File: src/rtl/divider_pkg.sv
`default_nettype none
// ----------------------------------------------------------------
// divider_pkg: shared FSM state type and default widths. Rev 1.0
// ----------------------------------------------------------------
package divider_pkg;

  typedef enum logic [1:0] {
    IDLE  = 2'd0,
    READY = 2'd1,
    RUN   = 2'd2,
    DONE  = 2'd3
  } ctrl_state_t;

  localparam int DEF_DW = 8;
  localparam int DEF_BW = 8;

endpackage
`default_nettype wire

File: src/rtl/divider_burst_ctrl_if.sv
`default_nettype none
// ----------------------------------------------------------------
// divider_burst_ctrl_if: config handshake, control and status bundle. Rev 1.0
// ----------------------------------------------------------------
interface divider_burst_ctrl_if
  import divider_pkg::*;
#(
  parameter int DW = DEF_DW,
  parameter int BW = DEF_BW
) ();

  logic          cfg_valid;
  logic          cfg_ready;
  logic [DW-1:0] cfg_div;
  logic [BW-1:0] cfg_count;
  logic          start;
  logic          stop;
  logic          busy;
  logic          tick;
  logic          done;
  logic [BW-1:0] remaining;

  modport master (
    output cfg_valid, cfg_div, cfg_count, start, stop,
    input  cfg_ready, busy, tick, done, remaining
  );

  modport slave (
    input  cfg_valid, cfg_div, cfg_count, start, stop,
    output cfg_ready, busy, tick, done, remaining
  );

endinterface
`default_nettype wire

File: src/rtl/divn_counter.sv
`default_nettype none
// ----------------------------------------------------------------
// divn_counter: phase counter wrapping at div-1, tick on the last phase. Rev 1.0
// ----------------------------------------------------------------
module divn_counter
  import divider_pkg::*;
#(
  parameter int DW = DEF_DW
) (
  input  wire logic          clk,
  input  wire logic          reset_n,
  input  wire logic          clr,
  input  wire logic          en,
  input  wire logic [DW-1:0] div,
  output logic               tick
);

  logic [DW-1:0] phase;
  logic          last;

  // div is never 0 here, so div-1 cannot underflow
  assign last = (phase == (div - DW'(1)));
  assign tick = en && last;

  always_ff @(posedge clk or negedge reset_n) begin
    if (!reset_n) begin
      phase <= '0;
    end else if (clr) begin
      phase <= '0;
    end else if (en) begin
      phase <= last ? '0 : phase + DW'(1);
    end
  end

endmodule
`default_nettype wire

File: src/rtl/divider_burst_ctrl.sv
`default_nettype none
// ----------------------------------------------------------------
// divider_burst_ctrl: configurable, bursted divide-by-N tick sequencer. Rev 1.0
// ----------------------------------------------------------------
module divider_burst_ctrl
  import divider_pkg::*;
#(
  parameter int DW = DEF_DW,
  parameter int BW = DEF_BW
) (
  input  wire logic         clk,
  input  wire logic         reset_n,
  divider_burst_ctrl_if.slave bus
);

  ctrl_state_t   state;
  logic [DW-1:0] div_q;
  logic [BW-1:0] count_q;
  logic [BW-1:0] remaining;
  logic          xfer;
  logic          running;
  logic          tick;

  assign running = (state == RUN);
  assign xfer    = bus.cfg_valid && bus.cfg_ready;

  divn_counter #(.DW(DW)) u_divn (
    .clk     (clk),
    .reset_n (reset_n),
    .clr     (!running || bus.stop),
    .en      (running),
    .div     (div_q),
    .tick    (tick)
  );

  always_ff @(posedge clk or negedge reset_n) begin
    if (!reset_n) begin
      state     <= IDLE;
      div_q     <= DW'(1);
      count_q   <= '0;
      remaining <= '0;
    end else begin
      case (state)
        IDLE, READY: begin
          // a config transfer takes precedence over a same-cycle start
          if (xfer) begin
            div_q   <= (bus.cfg_div == '0) ? DW'(1) : bus.cfg_div;
            count_q <= bus.cfg_count;
            state   <= READY;
          end else if (state == READY && bus.start) begin
            remaining <= count_q;
            state     <= RUN;
          end
        end
        RUN: begin
          if (bus.stop) begin
            remaining <= '0;
            state     <= READY;
          end else if (tick && count_q != '0) begin
            remaining <= remaining - BW'(1);
            if (remaining == BW'(1)) begin
              state <= DONE;
            end
          end
        end
        DONE: begin
          state <= READY;
        end
        default: begin
          state <= IDLE;
        end
      endcase
    end
  end

  assign bus.cfg_ready = (state == IDLE) || (state == READY);
  assign bus.busy      = running;
  assign bus.done      = (state == DONE);
  assign bus.tick      = tick;
  assign bus.remaining = remaining;

endmodule
`default_nettype wire

File: src/flat_wrapper.sv
// flat-port wrapper written by rule: the top's interface ports become plain ports
module divider_burst_ctrl_flat import divider_pkg::*;
#(
  parameter int DW = DEF_DW,
  parameter int BW = DEF_BW
)
  (clk, reset_n, bus_cfg_valid, bus_cfg_div, bus_cfg_count, bus_start, bus_stop, bus_cfg_ready, bus_busy, bus_tick, bus_done, bus_remaining);
  divider_burst_ctrl_if #(.DW(DW), .BW(BW)) bus_i ();
  input  wire logic clk;
  input  wire logic reset_n;
  input wire logic [$bits(bus_i.cfg_valid)-1:0] bus_cfg_valid;
  input wire logic [$bits(bus_i.cfg_div)-1:0] bus_cfg_div;
  input wire logic [$bits(bus_i.cfg_count)-1:0] bus_cfg_count;
  input wire logic [$bits(bus_i.start)-1:0] bus_start;
  input wire logic [$bits(bus_i.stop)-1:0] bus_stop;
  output wire logic [$bits(bus_i.cfg_ready)-1:0] bus_cfg_ready;
  output wire logic [$bits(bus_i.busy)-1:0] bus_busy;
  output wire logic [$bits(bus_i.tick)-1:0] bus_tick;
  output wire logic [$bits(bus_i.done)-1:0] bus_done;
  output wire logic [$bits(bus_i.remaining)-1:0] bus_remaining;
  assign bus_i.cfg_valid = bus_cfg_valid;
  assign bus_i.cfg_div = bus_cfg_div;
  assign bus_i.cfg_count = bus_cfg_count;
  assign bus_i.start = bus_start;
  assign bus_i.stop = bus_stop;
  assign bus_cfg_ready = bus_i.cfg_ready;
  assign bus_busy = bus_i.busy;
  assign bus_tick = bus_i.tick;
  assign bus_done = bus_i.done;
  assign bus_remaining = bus_i.remaining;
  divider_burst_ctrl #(.DW(DW), .BW(BW)) u_core (.clk(clk), .reset_n(reset_n), .bus(bus_i));
endmodule
File: config.mk
export PLATFORM = sky130hd
export DESIGN_NAME = divider_burst_ctrl_flat
export DESIGN_NICKNAME = d
export VERILOG_FILES = /design/src/rtl/divider_pkg.sv /design/src/rtl/divider_burst_ctrl_if.sv /design/src/rtl/divn_counter.sv /design/src/rtl/divider_burst_ctrl.sv /design/src/flat_wrapper.sv
export SDC_FILE = /design/constraint.sdc
export NUM_CORES = 1
export LEC_CHECK = 0
export BUFFER_PORTS_ARGS = -buffer_cell sky130_fd_sc_hd__buf_2
export CAP_MARGIN = 10
export CORE_UTILIZATION = 56
export CTS_CLUSTER_SIZE = 25
export DETAILED_ROUTE_END_ITERATION = 8
export PLACE_DENSITY = 0.8
export SLEW_MARGIN = 10
export SYNTH_ARGS = -nofsm -noshare
export SYNTH_HDL_FRONTEND = slang
export SYNTH_SLANG_ARGS = --single-unit
export TNS_END_PERCENT = 50
File: constraint.sdc
create_clock -name clk -period 2.64 [get_ports clk]
set_input_delay 0.264 -clock clk [delete_from_list [all_inputs] [get_ports clk]]
set_output_delay 0.264 -clock clk [all_outputs]
set_load 0.02 [all_outputs]
; ---- Word-level counts from Yosys, hierarchy flattened
; Index checks and enable logic that the tools add are counted.
[totals]
out_inout_bits = 12
input_bits = 21
word_cells = 49
register_bits = 34
[op_classes]
n_addsub = 3
n_reduce_logical = 16
n_mux = 15
n_eq_ne = 10
[ops]
columns = op, n
row1 = two-way mux 8 bit, 8
row2 = one-hot mux 8 bit (2 select lines), 1
row3 = subtractor 8 x 1 -> 8 bit (second input constant), 2
row4 = two-way mux 2 bit, 5
row5 = adder 8 x 1 -> 8 bit (second input constant), 1
row6 = equality test 8 x 1 -> 1 bit (second input constant), 1
row7 = equality test 8 bit, 1
row8 = zero test 8 bit, 1
row9 = nonzero test 8 bit, 1
row10 = inequality test 3 bit (second input constant), 2
row11 = one-hot mux 2 bit (3 select lines), 1
row12 = equality test 2 bit (second input constant), 2
row13 = logical AND 1 bit, 4
row14 = AND reduction 4 bit, 1
row15 = nonzero test 2 bit, 2
row16 = inequality test 3 x 1 -> 1 bit (second input constant), 1
row17 = AND reduction 3 bit, 1
row18 = equality test 2 x 1 -> 1 bit (second input constant), 1
row19 = zero test 2 bit, 1
row20 = logical OR 1 bit, 2
row21 = inequality test 2 x 1 -> 1 bit (second input constant), 1
row22 = inequality test 2 bit (second input constant), 1
row23 = AND reduction 2 bit, 1
row24 = OR reduction 2 bit, 1
row25 = zero test 1 bit, 1

; ---- Depth between registers and ports, before layout
[logic_depth]
word_depth = 7
depth_mapped = 7
depth_no_buf = 7

; ---- Cells and area by module
; A second synthesis with hierarchy kept.
[unflattened]
hier_cells = 201
hier_area_um2 = 2118.3
[modules_own_cells]
columns = mod, n_inst, seq_area_each_um2, cells_each, area_per_inst_um2
row1 = divider_burst_ctrl, 1, 651.9, 120, 1330.0
row2 = divn_counter, 1, 200.2, 81, 788.3

; ---- Worst setup path after synthesis
; OpenSTA, ideal clock, no wires.
[synth_timing]
kind = register to output
from = register u_core.div_q[0]
to = output port bus_tick
t_arrival_ps = 2212
slack_ps = 164
path_stages_with_launch = 7
path_buffers = 0
required_time_ps = 2376
cell_sequence = dfstp_2 -> inv_1 -> ha_1 -> or3_1 -> a31oi_1 -> nand3_1 -> nor3_1
[synth_between]
elab_chain_cells = 3
[synth_lines]
columns = element, line_no
row1 = from (decl), divider_burst_ctrl.sv:17  ; logic [DW-1:0] div_q;
row2 = from (signal assigned), divider_burst_ctrl.sv:47  ; div_q <= (bus.cfg_div == '0) ? DW'(1) : bus.cfg_div;
row3 = subtractor 8 x 1 -> 8 bit, divn_counter.sv:22  ; assign last = (phase == (div - DW'(1)));
row4 = equality test 8 bit, divn_counter.sv:22
row5 = logical AND 1 bit, divn_counter.sv:23  ; assign tick = en && last;
row6 = to (decl), flat_wrapper.sv:18  ; output wire logic [$bits(bus_i.tick)-1:0] bus_tick;
; No other way between the ends.

; ---- Final worst setup path
[layout_timing]
from = register u_core.div_q[3]
to = output port bus_tick
; Same word-level chain as after synthesis.

==> flow_results.xml <==
<?xml version="1.0" encoding="UTF-8"?>
<metrics>
  <group name="outcome">
    <metric name="outcome" unit="">finished, violations left</metric>
    <metric name="failing_checks" unit="">negative hold slack</metric>
  </group>
  <group name="clock_network">
    <metric name="numClockSinks" unit="">34</metric>
    <metric name="cts-root-buf" unit="">sky130_fd_sc_hd__clkbuf_4</metric>
    <metric name="cts_buffers" unit="">5</metric>
    <metric name="cts_hold_buf" unit="">0</metric>
    <metric name="cts_tree" unit="">built</metric>
    <metric name="clock_input_transition_at_the_sequential_cells_of_the_worst_setup_and_hold_paths" unit="ns">0.11</metric>
    <metric name="ctsLongestPathBuffers" unit="">2</metric>
    <metric name="cts_max_level" unit="">2</metric>
    <metric name="clk-insertion-delay-late" unit="ns">0.34</metric>
  </group>
  <group name="worst_setup_path">
    <metric name="start_kind" unit="">register</metric>
    <metric name="crit_arrival" unit="ns">2.29</metric>
    <metric name="critical_path.slowest_cell" unit="">sky130_fd_sc_hd__dfrtp_2</metric>
    <metric name="cp_num_buf_inv" unit="">1</metric>
    <metric name="critical_path_class" unit="">register to output pin</metric>
    <metric name="worst-path-stages" unit="">6</metric>
    <metric name="reg2regPathDepth" unit="">8</metric>
    <metric name="worstPathCellList" unit="">nor4_4 -&gt; nand3_2 -&gt; a2111oi_4 -&gt; nand3_2 -&gt; nor3_2 -&gt; buf_4</metric>
    <metric name="critical_path_required" unit="ns">2.38</metric>
    <metric name="timing.critical_path.fanout_max" unit="">5</metric>
    <metric name="worst_path_most_repeated_cell" unit="">sky130_fd_sc_hd__nand3_2</metric>
    <metric name="worstSetupEndpointType" unit="">output pin</metric>
    <metric name="timing.critical_path.max_delay_family" unit="">simple AND/OR/NAND/NOR gates</metric>
    <metric name="delay_contributed_by_the_slowest_stage_of_the_critical_path" unit="ns">0.46</metric>
  </group>
  <group name="route">
    <metric name="routed_wirelength" unit="mm">4.60</metric>
    <metric name="antenna_violating_nets_post_route" unit="">0</metric>
    <metric name="num_vias" unit="">1693</metric>
    <metric name="viasPerCell" unit="">6.02</metric>
    <metric name="wire_per_inst" unit="µm">16.4</metric>
    <metric name="drt_iter0_drc" unit="">145</metric>
    <metric name="drcViolationCount" unit="">0</metric>
    <metric name="detail_route.first_pass.iterations" unit="">4</metric>
  </group>
  <group name="grt">
    <metric name="grt_usage" unit="">0.265</metric>
    <metric name="wire_length_of_the_first_global_routing_pass" unit="mm">7.00</metric>
    <metric name="grt_pass1_vias" unit="">1525</metric>
    <metric name="grt_max_degree" unit="">35</metric>
    <metric name="grt_overflow" unit="">0</metric>
    <metric name="number_of_antenna_violations_at_the_first_check_in_global_routing" unit="">0</metric>
  </group>
  <group name="final_layout">
    <metric name="stdcell_area" unit="µm²">2320</metric>
    <metric name="antenna_cells_inserted" unit="">0</metric>
    <metric name="synthToLayoutAreaGrowth" unit="%">18.2</metric>
    <metric name="final_cell_count_no_fill" unit="">281</metric>
    <metric name="drive_gt1_frac" unit="">0.357</metric>
    <metric name="final_nets" unit="">259</metric>
    <metric name="fill_cells" unit="">251</metric>
  </group>
  <group name="floorplan">
    <metric name="core_area" unit="µm²">3340</metric>
    <metric name="fp-row-count" unit="">21</metric>
    <metric name="chipHeight" unit="µm">61.2</metric>
    <metric name="num_io_pins" unit="">33</metric>
    <metric name="die_width" unit="µm">61.2</metric>
    <metric name="fp.dieArea" unit="µm²">3740</metric>
    <metric name="initial_core_util" unit="">0.588</metric>
  </group>
  <group name="placement">
    <metric name="place_area" unit="µm²">2180</metric>
    <metric name="portBuffers" unit="">32</metric>
    <metric name="placed_cells_incl_taps" unit="">266</metric>
    <metric name="hpwlAfterDp" unit="mm">3.13</metric>
    <metric name="globalplace.congestion" unit="">0.932</metric>
  </group>
  <group name="yosys">
    <metric name="synth.distinct_cells" unit="">49</metric>
    <metric name="synth_nets" unit="">215</metric>
    <metric name="count_of_flip_flops_with_a_built_in_enable_after_synthesis" unit="">0</metric>
    <metric name="synth.largest_area_cell" unit="">sky130_fd_sc_hd__dfrtp_1</metric>
    <metric name="seq_area_frac_synth" unit="">0.435</metric>
    <metric name="yosys.cell_count.top_type" unit="">sky130_fd_sc_hd__dfrtp_1</metric>
    <metric name="syn_inst" unit="">190</metric>
    <metric name="number_of_warnings_reported_in_the_yosys_synthesis_log" unit="">0</metric>
    <metric name="netlist_area" unit="µm²">1960</metric>
    <metric name="synth_top_cell_area_share" unit="">0.421</metric>
    <metric name="synth_top_cells_by_area" unit="">sky130_fd_sc_hd__dfrtp_1 (42%), sky130_fd_sc_hd__mux2_2 (8.6%), sky130_fd_sc_hd__xor2_1 (3.6%)</metric>
    <metric name="postSynth.topFlopCell" unit="">sky130_fd_sc_hd__dfrtp_1</metric>
    <metric name="synth_cell_count_leaders" unit="">sky130_fd_sc_hd__dfrtp_1 (33), sky130_fd_sc_hd__nor2_1 (16), sky130_fd_sc_hd__mux2_2 (15), sky130_fd_sc_hd__nand2_1 (15), sky130_fd_sc_hd__nand3_1 (12)</metric>
    <metric name="synth-async-reset-ratio" unit="">1.00</metric>
    <metric name="synth_seq_cells" unit="">34</metric>
    <metric name="postSynthAreaPerCell" unit="µm²">10.3</metric>
  </group>
  <group name="timing">
    <metric name="grt_setup_unrepaired" unit="">true</metric>
    <metric name="final_period_minus_worst_setup_slack" unit="ns">2.55</metric>
    <metric name="finalClockSkew" unit="ns">0.0102</metric>
    <metric name="setup_viol" unit="">0</metric>
    <metric name="maximum_clock_rate" unit="GHz">0.392</metric>
    <metric name="holdWs" unit="ns">-0.0276</metric>
    <metric name="timing.final.hold_violations" unit="">33</metric>
    <metric name="layout_worst_path_cycle_share" unit="">0.966</metric>
    <metric name="worst-slew-pin-transition" unit="ns">0.741</metric>
    <metric name="relSlewSlack" unit="">0.506</metric>
    <metric name="slew_violations" unit="">0</metric>
  </group>
  <group name="power">
    <metric name="p_int" unit="W">0.000920</metric>
    <metric name="power-per-cell-area" unit="nW/µm²">636</metric>
    <metric name="power.net_switching" unit="W">0.000554</metric>
    <metric name="vdd_ir_drop_max" unit="V">0.000453</metric>
    <metric name="portion_of_total_power_attributed_to_sequential_cells" unit="">0.478</metric>
    <metric name="power.combinational.fraction" unit="">0.333</metric>
    <metric name="power_leakage" unit="nW">1.02</metric>
    <metric name="clock_power_share" unit="">0.189</metric>
    <metric name="sw_ratio" unit="">0.376</metric>
  </group>
  <group name="run">
    <metric name="max-cap-violations" unit="">0</metric>
  </group>
  <group name="worst_hold_path">
    <metric name="kind_of_path_behind_the_tightest_hold_check" unit="">input port to asynchronous set/reset pin</metric>
  </group>
</metrics>
[final cells by class]
type                       count  area (µm²)  share of cell area
multi-input combinational    145        1100               0.474
inverter                       7        26.3              0.0113
sequential                    34         853               0.368
timing repair buffer          41         230              0.0994
tap                           46        57.6              0.0248
clock inverter                 2        10.0             0.00432
clock buffer                   6        41.3              0.0178
[stage by stage]
step | utilization | setup TNS [ns] | worst slack (ns) | power [W]
after floorplan | - | 0 | 0.164 | 0.00101
after global placement | 0.652 | 0 | 0.316 | 0.00115
after detailed placement | 0.652 | 0 | 0.252 | 0.00116
after CTS | 0.676 | 0 | 0.0336 | 0.00144
after global routing | 0.694 | -0.0265 | -0.0265 | 0.00156
final | 0.694 | 0 | 0.0907 | 0.00147
[cells in the final DEF (no fill, tap or decap), types with 4 or more instances in the layout]
cell / instances
sky130_fd_sc_hd__mux2_2: 15
sky130_fd_sc_hd__nor4_1: 4
sky130_fd_sc_hd__nand2b_1: 5
sky130_fd_sc_hd__o21ai_0: 4
sky130_fd_sc_hd__and3_1: 4
sky130_fd_sc_hd__buf_2: 31
sky130_fd_sc_hd__nor3_1: 4
sky130_fd_sc_hd__nand3_1: 11
sky130_fd_sc_hd__buf_4: 10
sky130_fd_sc_hd__xor2_1: 8
sky130_fd_sc_hd__dfrtp_1: 32
sky130_fd_sc_hd__inv_1: 7
sky130_fd_sc_hd__xnor2_1: 7
sky130_fd_sc_hd__clkbuf_4: 5
sky130_fd_sc_hd__nor2_1: 16
sky130_fd_sc_hd__nand2_1: 15
[logic make-up after synthesis]
kind of cell	count (synthesis)	synth area share
and+or+nand+nor	82	0.240
DFF	34	0.435
AOI/OAI and AO/OA	29	0.125
xor gates and xnor gates	15	0.0670
muxes	15	0.0862
buffers and inverters	11	0.0217
adders and majority gates	4	0.0255
[sequential cells by signal, summed over array words and instances (netlist names)]
register / cells
u_core.div_q: 8
u_core.bus.remaining: 8
u_core.state: 2
u_core.count_q: 8
u_core.u_divn.phase: 8
[layer usage]
layer	global-route usage	vias up	part of all wire
li1	-	790	-
met1	0.359	813	0.45
met2	0.396	79	0.46
met3	0.0609	11	0.068
met4	0.146	0	0.024
met5	0	-	0
[repair_timing]
| action | 4_1_cts | 5_1_grt |
|---|---|---|
| setup buffers | 2 | 5 |
| endpoints found under the setup margin | 1 | 1 |
| endpoints found under the hold margin | 0 | 0 |
| pin swaps | 3 | 6 |
| gates resized for setup | 2 | 6 |
[worst register-to-register path: cells and delay by family, from the launching register on]
kind            cells  cell delay [ns]
compound gates      3             0.94
simple gates        3             0.68
flops               1             0.46
buf+inv             2             0.28
[power by group through the flow]
| stage | Combinational (W) | Sequential [W] | Clock [W] |
|---|---|---|---|
| finish | 0.000490 | 0.000705 | 0.000279 |
| global route | 0.000538 | 0.000717 | 0.000305 |
| CTS | 0.000458 | 0.000699 | 0.000283 |
| detailed placement | 0.000444 | 0.000711 | 0 |
| global placement | 0.000439 | 0.000709 | 0 |
| floorplan | 0.000280 | 0.000733 | 0 |
[path summary, 6_finish.rpt]
path | startpoint | end | slack, ns
worst min register to register | u_core.div_q[0] | u_core.div_q[0] | 0.53
worst min-delay path | reset_n | u_core.bus.remaining[7] | -0.03
worst max-delay path | u_core.div_q[3] | bus_tick | 0.09
worst max register to register | u_core.div_q[3] | u_core.bus.remaining[2] | 0.22
max in group asynchronous | reset_n | u_core.div_q[3] | 2.15
min in group clk | bus_cfg_count[2] | u_core.count_q[2] | 0.14
(Power assumes the default switching activity.)
